$ cat src/rtl/game_ctrl_if.sv
// game_ctrl_if: key/tick inputs and registered game state outputs of game_ctrl.
// master = key source / page renderers, slave = game_ctrl.
interface game_ctrl_if;
  logic        tick;
  logic [4:0]  keys;
  logic [1:0]  page;
  logic [2:0]  total_number;
  logic [39:0] status;
  logic [3:0]  cur_cell;
  logic [3:0]  sel_cell;
  logic        selecting;
  logic        cur_player;
  logic [1:0]  game_end;
  logic [3:0]  predict;

  modport master (
    output tick, keys,
    input  page, total_number, status, cur_cell, sel_cell,
           selecting, cur_player, game_end, predict
  );

  modport slave (
    input  tick, keys,
    output page, total_number, status, cur_cell, sel_cell,
           selecting, cur_player, game_end, predict
  );
endinterface

$ cat src/rtl/game_ctrl.sv
// game_ctrl: page navigation, configuration, cursor, two-step move selection,
// move application and end-of-game detection for the finger-arithmetic game.
// Optional feature macro: GAME_CTRL_DRAW_EN (two consecutive zero-adds -> draw).
module game_ctrl #(
  parameter int MAX_HANDS = 5,
  parameter int MIN_HANDS = 2
) (
  input  logic   clk,
  input  logic   rst_n,
  game_ctrl_if.slave bus
);

  typedef enum logic [1:0] {
    PG_MAIN   = 2'd0,
    PG_HELP   = 2'd1,
    PG_CONFIG = 2'd2,
    PG_GAME   = 2'd3
  } page_e;

  localparam logic [2:0]  MIN_N    = 3'(MIN_HANDS);
  localparam logic [2:0]  MAX_N    = 3'(MAX_HANDS);
  localparam logic [39:0] ALL_ONES = {10{4'h1}};

  page_e       page_q, page_d;
  logic [2:0]  total_q, total_d;
  logic [39:0] status_q, status_d;
  logic [3:0]  cur_q, cur_d;
  logic [3:0]  sel_q, sel_d;
  logic        selecting_q, selecting_d;
  logic        player_q, player_d;
  logic [1:0]  end_q, end_d;
  logic [4:0]  prev_q, prev_d;
`ifdef GAME_CTRL_DRAW_EN
  logic [1:0]  hist_q, hist_d;
`endif

  logic [4:0]  press, act;
  logic        cur_row, sel_row;
  logic [3:0]  col, base, last_col;
  logic [3:0]  own_idx, add_idx;
  logic [3:0]  own_val, add_val, new_val;

  function automatic logic [3:0] cell_of(input logic [39:0] s, input logic [3:0] idx);
    return s[{idx, 2'b00} +: 4];
  endfunction

  function automatic logic [3:0] add_mod10(input logic [3:0] a, input logic [3:0] b);
    logic [4:0] s;
    s = {1'b0, a} + {1'b0, b};
    if (s >= 5'd10) s = s - 5'd10;
    return s[3:0];
  endfunction

  // True when every active cell (column < n) of the given row holds 0.
  function automatic logic row_zero(input logic [39:0] s, input logic row, input logic [2:0] n);
    logic z;
    int   b;
    z = 1'b1;
    for (int i = 0; i < 5; i++) begin
      b = (row ? 20 : 0) + 4 * i;
      if (3'(i) < n && s[b +: 4] != 4'd0) z = 1'b0;
    end
    return z;
  endfunction

  // State register: every piece of game state, cleared asynchronously.
  always_ff @(posedge clk or negedge rst_n) begin
    if (!rst_n) begin
      page_q      <= PG_MAIN;
      total_q     <= MIN_N;
      status_q    <= ALL_ONES;
      cur_q       <= 4'd0;
      sel_q       <= 4'd0;
      selecting_q <= 1'b0;
      player_q    <= 1'b0;
      end_q       <= 2'd0;
      prev_q      <= 5'd0;
`ifdef GAME_CTRL_DRAW_EN
      hist_q      <= 2'd0;
`endif
    end else begin
      page_q      <= page_d;
      total_q     <= total_d;
      status_q    <= status_d;
      cur_q       <= cur_d;
      sel_q       <= sel_d;
      selecting_q <= selecting_d;
      player_q    <= player_d;
      end_q       <= end_d;
      prev_q      <= prev_d;
`ifdef GAME_CTRL_DRAW_EN
      hist_q      <= hist_d;
`endif
    end
  end

  // Next state: the single highest-priority new press acts on a tick.
  always_comb begin
    page_d      = page_q;
    total_d     = total_q;
    status_d    = status_q;
    cur_d       = cur_q;
    sel_d       = sel_q;
    selecting_d = selecting_q;
    player_d    = player_q;
    end_d       = end_q;
    prev_d      = prev_q;
`ifdef GAME_CTRL_DRAW_EN
    hist_d      = hist_q;
`endif

    press = bus.keys & ~prev_q;
    if      (press[0]) act = 5'b00001;
    else if (press[1]) act = 5'b00010;
    else if (press[2]) act = 5'b00100;
    else if (press[3]) act = 5'b01000;
    else if (press[4]) act = 5'b10000;
    else               act = 5'b00000;

    cur_row  = (cur_q >= 4'd5);
    sel_row  = (sel_q >= 4'd5);
    base     = cur_row ? 4'd5 : 4'd0;
    col      = cur_q - base;
    last_col = {1'b0, total_q} - 4'd1;
    // The cell lying in the mover's row is the one that receives the sum.
    own_idx  = (cur_row == player_q) ? cur_q : sel_q;
    add_idx  = (cur_row == player_q) ? sel_q : cur_q;
    own_val  = cell_of(status_q, own_idx);
    add_val  = cell_of(status_q, add_idx);
    new_val  = add_mod10(own_val, add_val);

    if (bus.tick) begin
      prev_d = bus.keys;
      case (page_q)
        PG_MAIN: begin
          if (act[0])      page_d = PG_CONFIG;
          else if (act[3]) page_d = PG_HELP;
        end
        PG_HELP: begin
          if (act[3]) page_d = PG_MAIN;
        end
        PG_CONFIG: begin
          if (act[0]) begin
            page_d      = PG_GAME;
            status_d    = ALL_ONES;
            selecting_d = 1'b0;
            player_d    = 1'b0;
            end_d       = 2'd0;
            cur_d       = 4'd0;
            sel_d       = 4'd0;
`ifdef GAME_CTRL_DRAW_EN
            hist_d      = 2'd0;
`endif
          end else if (act[1]) begin
            if (total_q > MIN_N) total_d = total_q - 3'd1;
          end else if (act[2]) begin
            if (total_q < MAX_N) total_d = total_q + 3'd1;
          end else if (act[3]) begin
            page_d = PG_MAIN;
          end
        end
        PG_GAME: begin
          if (act[3] && end_q != 2'd0) begin
            page_d = PG_MAIN;
          end else if (act[0] || act[3]) begin
            cur_d = cur_row ? cur_q - 4'd5 : cur_q + 4'd5;
          end else if (act[1]) begin
            cur_d = base + ((col == 4'd0) ? last_col : col - 4'd1);
          end else if (act[2]) begin
            cur_d = base + ((col == last_col) ? 4'd0 : col + 4'd1);
          end else if (act[4] && end_q == 2'd0) begin
            if (!selecting_q) begin
              sel_d       = cur_q;
              selecting_d = 1'b1;
            end else begin
              selecting_d = 1'b0;
              // Same-row pair or an empty own cell cancels the selection.
              if (cur_row != sel_row && own_val != 4'd0) begin
                status_d[{own_idx, 2'b00} +: 4] = new_val;
                player_d = ~player_q;
`ifdef GAME_CTRL_DRAW_EN
                hist_d = {hist_q[0], (add_val == 4'd0)};
`endif
                if (row_zero(status_d, 1'b0, total_q))      end_d = 2'd1;
                else if (row_zero(status_d, 1'b1, total_q)) end_d = 2'd2;
`ifdef GAME_CTRL_DRAW_EN
                else if (hist_d == 2'b11)                   end_d = 2'd3;
`endif
              end
            end
          end
        end
        default: page_d = PG_MAIN;
      endcase
    end
  end

  // Outputs: registered state straight out, predict combinational.
  always_comb begin
    bus.page         = page_q;
    bus.total_number = total_q;
    bus.status       = status_q;
    bus.cur_cell     = cur_q;
    bus.sel_cell     = sel_q;
    bus.selecting    = selecting_q;
    bus.cur_player   = player_q;
    bus.game_end     = end_q;
    bus.predict      = add_mod10(cell_of(status_q, cur_q), cell_of(status_q, sel_q));
  end

endmodule
$ cat src/flat_wrapper.sv
// flat-port wrapper written by rule: the top's interface ports become plain ports
module game_ctrl_flat 
#(
  parameter int MAX_HANDS = 5,
  parameter int MIN_HANDS = 2
)
  (clk, rst_n, bus_tick, bus_keys, bus_page, bus_total_number, bus_status, bus_cur_cell, bus_sel_cell, bus_selecting, bus_cur_player, bus_game_end, bus_predict);
  game_ctrl_if bus_i ();
  input  logic clk;
  input  logic rst_n;
  input wire logic [$bits(bus_i.tick)-1:0] bus_tick;
  input wire logic [$bits(bus_i.keys)-1:0] bus_keys;
  output wire logic [$bits(bus_i.page)-1:0] bus_page;
  output wire logic [$bits(bus_i.total_number)-1:0] bus_total_number;
  output wire logic [$bits(bus_i.status)-1:0] bus_status;
  output wire logic [$bits(bus_i.cur_cell)-1:0] bus_cur_cell;
  output wire logic [$bits(bus_i.sel_cell)-1:0] bus_sel_cell;
  output wire logic [$bits(bus_i.selecting)-1:0] bus_selecting;
  output wire logic [$bits(bus_i.cur_player)-1:0] bus_cur_player;
  output wire logic [$bits(bus_i.game_end)-1:0] bus_game_end;
  output wire logic [$bits(bus_i.predict)-1:0] bus_predict;
  assign bus_i.tick = bus_tick;
  assign bus_i.keys = bus_keys;
  assign bus_page = bus_i.page;
  assign bus_total_number = bus_i.total_number;
  assign bus_status = bus_i.status;
  assign bus_cur_cell = bus_i.cur_cell;
  assign bus_sel_cell = bus_i.sel_cell;
  assign bus_selecting = bus_i.selecting;
  assign bus_cur_player = bus_i.cur_player;
  assign bus_game_end = bus_i.game_end;
  assign bus_predict = bus_i.predict;
  game_ctrl #(.MAX_HANDS(MAX_HANDS), .MIN_HANDS(MIN_HANDS)) u_core (.clk(clk), .rst_n(rst_n), .bus(bus_i));
endmodule
$ cat config.mk
export PLATFORM = sky130hd
export DESIGN_NAME = game_ctrl_flat
export DESIGN_NICKNAME = d
export VERILOG_FILES = /design/src/rtl/game_ctrl_if.sv /design/src/rtl/game_ctrl.sv /design/src/flat_wrapper.sv
export SDC_FILE = /design/constraint.sdc
export NUM_CORES = 1
export LEC_CHECK = 0
export ABC_AREA = 1
export ABC_CLOCK_PERIOD_IN_PS = 14850
export CAP_MARGIN = 20
export CORE_UTILIZATION = 50
export CTS_BUF_LIST = sky130_fd_sc_hd__clkbuf_4
export DETAILED_ROUTE_END_ITERATION = 8
export PLACE_DENSITY = 0.72
export SLEW_MARGIN = 20
export SYNTH_ARGS = -nofsm -noshare
export SYNTH_HDL_FRONTEND = slang
export SYNTH_SLANG_ARGS = --single-unit
$ cat constraint.sdc
create_clock -name clk -period 14.85 [get_ports clk]
set_clock_uncertainty 0.05 [all_clocks]
set_input_delay 2.2275 -clock clk [delete_from_list [all_inputs] [get_ports clk]]
set_output_delay 2.2275 -clock clk [all_outputs]
set_load 0.01 [all_outputs]
==> flow_metrics.env <==
export IMPL_status="finished clean"
export IMPL_drt_antenna_violating_nets=0
export IMPL_cts_resized=0
export IMPL_cts_buffers=9
export IMPL_ys_types=47
export IMPL_coreArea_mm2=0.0121
export IMPL_synth_seq_area_share_pct=25.1
export IMPL_critPathMaxFanout=36
export IMPL_synthCells=980
export IMPL_cts_tree="done"
export IMPL_ctsHoldBuffers=0
export IMPL_place_gp_congestion=1.04
export IMPL_diodes=0
export IMPL_dp_cells=1185
export IMPL_dieWidth_um=114
export IMPL_postLayoutCellArea_mm2=0.00716
export IMPL_reg2regPathDepth=32
export IMPL_cts_max_path_buffers=2
export IMPL_r2r_start="u_core.bus.cur_cell[0]"
export IMPL_layout_nets=1066
export IMPL_placed_area_mm2=0.00697
export IMPL_critPathArrivalTime_ps=5410
export IMPL_fp_dieH_um=114
export IMPL_drc=0
export IMPL_setup_viol=0
export IMPL_timing_rr_end="u_core.bus.game_end[0]"
export IMPL_ys_ff_latch=62
export IMPL_synthArstFlopShare_pct=100
export IMPL_rsz0062_at_grt="false"
export IMPL_instances_no_fill=1202
export IMPL_netlist_area_mm2=0.00624
export IMPL_vias_per_cell=5.90
export IMPL_finalCritPeriodShare_pct=51.8
export IMPL_clk_pin_slew_ps=120
export IMPL_yosys_warnings=0
export IMPL_cts_num_sinks=62
export IMPL_syn_nets=1017
export IMPL_critPathKind="register to output port"
export IMPL_wl_per_cell_um=19.2
export IMPL_drt_iter0_markers=1018
export IMPL_io_pins=69
export IMPL_slew_headroom_pct=27.5
export IMPL_slew_violations=0
export IMPL_final_common_cell="nand2_1"
export IMPL_wl_um=23100
export IMPL_worstSetupEndpointType="output port"
export IMPL_finalSetupTns_ps=0
export IMPL_grt_pass1_wl_um=35700
export IMPL_synth_main_ff_cell="dfrtp_1"
export IMPL_drive_above_1_share_pct=7.64
export IMPL_area_growth_pct=14.8
export IMPL_io_buffers=68
export IMPL_rows=40
export IMPL_dp_final_hpwl_um=17600
export IMPL_cp_endpoint="bus_predict[3]"
export IMPL_final_util_pct=59.1
export IMPL_clock_latency_ps=480
export IMPL_overflow=0
export IMPL_grt_pass1_vias=6348
export IMPL_track_usage_pct=36.8
export IMPL_critPathLaunchType="register"
export IMPL_crit_start="u_core.bus.cur_cell[0]"
export IMPL_fmax_mhz=130
export IMPL_final_hold_violation_count=0
export IMPL_required_ps=12570
export IMPL_avgSynthCellArea_um2=6.37
export IMPL_dieArea_mm2=0.0129
export IMPL_hold_class="register to register"
export IMPL_vias=7090
export IMPL_maxCapViolations=0
export IMPL_worstMarginPinSlew_ps=1080
export IMPL_layout_common_cells="nand2_1, o21ai_0, inv_1, nand3_1, nor2_1"
export IMPL_root_buffer="clkbuf_4"
export IMPL_period_needed_ps=7690
export IMPL_post_cts_buffers=0
export IMPL_grt_antenna_before_repair=0
export IMPL_dr_pass1_iters=5
export IMPL_grt_max_degree=63
export IMPL_rrSetupSlack_ps=7470
export IMPL_synth_edf_count=0
export IMPL_initial_utilization_pct=51.5
export IMPL_h_tree_depth=3
-- flip-flops by register name, summed over array words and instances (netlist names) --
name	cells
u_core.prev_q	5
u_core.bus.game_end	2
u_core.bus.page	2
u_core.bus.selecting	1
u_core.bus.status	40
u_core.bus.sel_cell	4
u_core.bus.cur_player	1
u_core.bus.total_number	3
u_core.bus.cur_cell	4
-- synthesized netlist by cell type, types with 2 or more instances --
library cell,count,share of area [%]
nand2_1,246,15
o21ai_0,120,9.6
inv_1,102,6.1
nand3_1,94,7.5
nor2_1,75,4.5
a21oi_1,51,4.1
dfrtp_1,51,20
ha_1,27,5.4
o21ai_1,20,1.6
clkbuf_1,19,1.1
o31ai_1,17,2.0
o211ai_1,12,1.4
dfstp_2,11,4.6
nand2_2,11,1.1
o22ai_1,9,0.90
nand2_4,8,1.4
nand3_2,8,1.3
nand4_1,8,0.80
a211oi_1,7,0.84
a31oi_1,7,0.70
buf_2,7,0.56
inv_2,7,0.42
xor2_1,7,0.98
nor2_2,6,0.60
buf_4,5,0.60
a32o_1,4,0.64
clkinv_1,4,0.24
nor3_1,4,0.32
o2111ai_1,4,0.56
or2_2,4,0.40
buf_6,3,0.54
nand3b_1,3,0.36
a21o_1,2,0.24
a22oi_1,2,0.24
fa_1,2,0.64
xnor2_1,2,0.28
-- cell families (layout without fill, tap and decap cells) --
| group | Yosys count | in the layout | share of synthesized area (%) |
|---|---|---|---|
| and+or+nand+nor | 469 | 469 | 33.7 |
| AOI/OAI and AO/OA | 262 | 262 | 24.0 |
| buffers and inverters | 148 | 202 | 9.71 |
| DFF | 62 | 62 | 25.1 |
| adders and majority gates | 29 | 29 | 6.06 |
| xor gates and xnor gates | 9 | 9 | 1.26 |
| muxes | 1 | 1 | 0.160 |
-- worst max-delay path, cell delays in order (launching register included) --
cell and delay, ps:
dfrtp_1 1020, clkinv_1 740, o21ai_0 360, a21oi_1 110
a211o_1 310, ha_1 220, fa_1 400, xor2_1 200
inv_1 80, ha_1 190, inv_1 80, a21oi_1 40
o21ai_0 380, nand3_1 110, o21ai_0 110, clkdlybuf4s50_1 570
-- through the flow --
| step | worst slack (ps) | hold slack (ps) |
|---|---|---|
| 5_1_grt | 6680 | 503 |
| 3_5_place_dp | 7690 | 458 |
| 2_1_floorplan | 9360 | 441 |
| 6_report | 7160 | 484 |
| 4_1_cts | 7220 | 489 |
| 3_3_place_gp | 7830 | 456 |
-- worst min path at each step --
| stage | endpoint | slack, ps | from | depth (start not counted) |
|---|---|---|---|---|
| 2_1_floorplan | u_core.prev_q[0] | 440 | u_core.prev_q[0] | 2 |
| 3_3_place_gp | u_core.prev_q[2] | 460 | u_core.prev_q[2] | 2 |
| 3_5_place_dp | u_core.bus.game_end[0] | 460 | u_core.bus.game_end[0] | 2 |
| 4_1_cts | u_core.bus.status[20] | 490 | u_core.bus.status[20] | 2 |
| 5_1_grt | u_core.bus.status[20] | 500 | u_core.bus.status[20] | 2 |
| 6_report | u_core.prev_q[2] | 480 | u_core.prev_q[2] | 2 |
-- final cells by class --
| type | count | area, um2 |
|---|---|---|
| fill | 1239 | 4950 |
| multi-input combinational | 770 | 4070 |
| sequential | 62 | 1570 |
| timing repair buffer | 73 | 733 |
| inverter | 113 | 424 |
| tap | 168 | 210 |
| clock inverter | 6 | 85.1 |
| clock buffer | 10 | 75.1 |
-- layer usage --
| layer | wire (um) | vias up | global-route usage (%) |
|---|---|---|---|
| li1 | - | 3425 | - |
| met1 | 9800 | 3196 | 49.7 |
| met2 | 10100 | 387 | 56.3 |
| met3 | 2170 | 82 | 6.80 |
| met4 | 1100 | 0 | 18.6 |
| met5 | 0 | - | 0 |
Power is left out: the tool's default activity adds up to more than one toggle a clock period on the data nets, which glitch-free logic cannot reach.
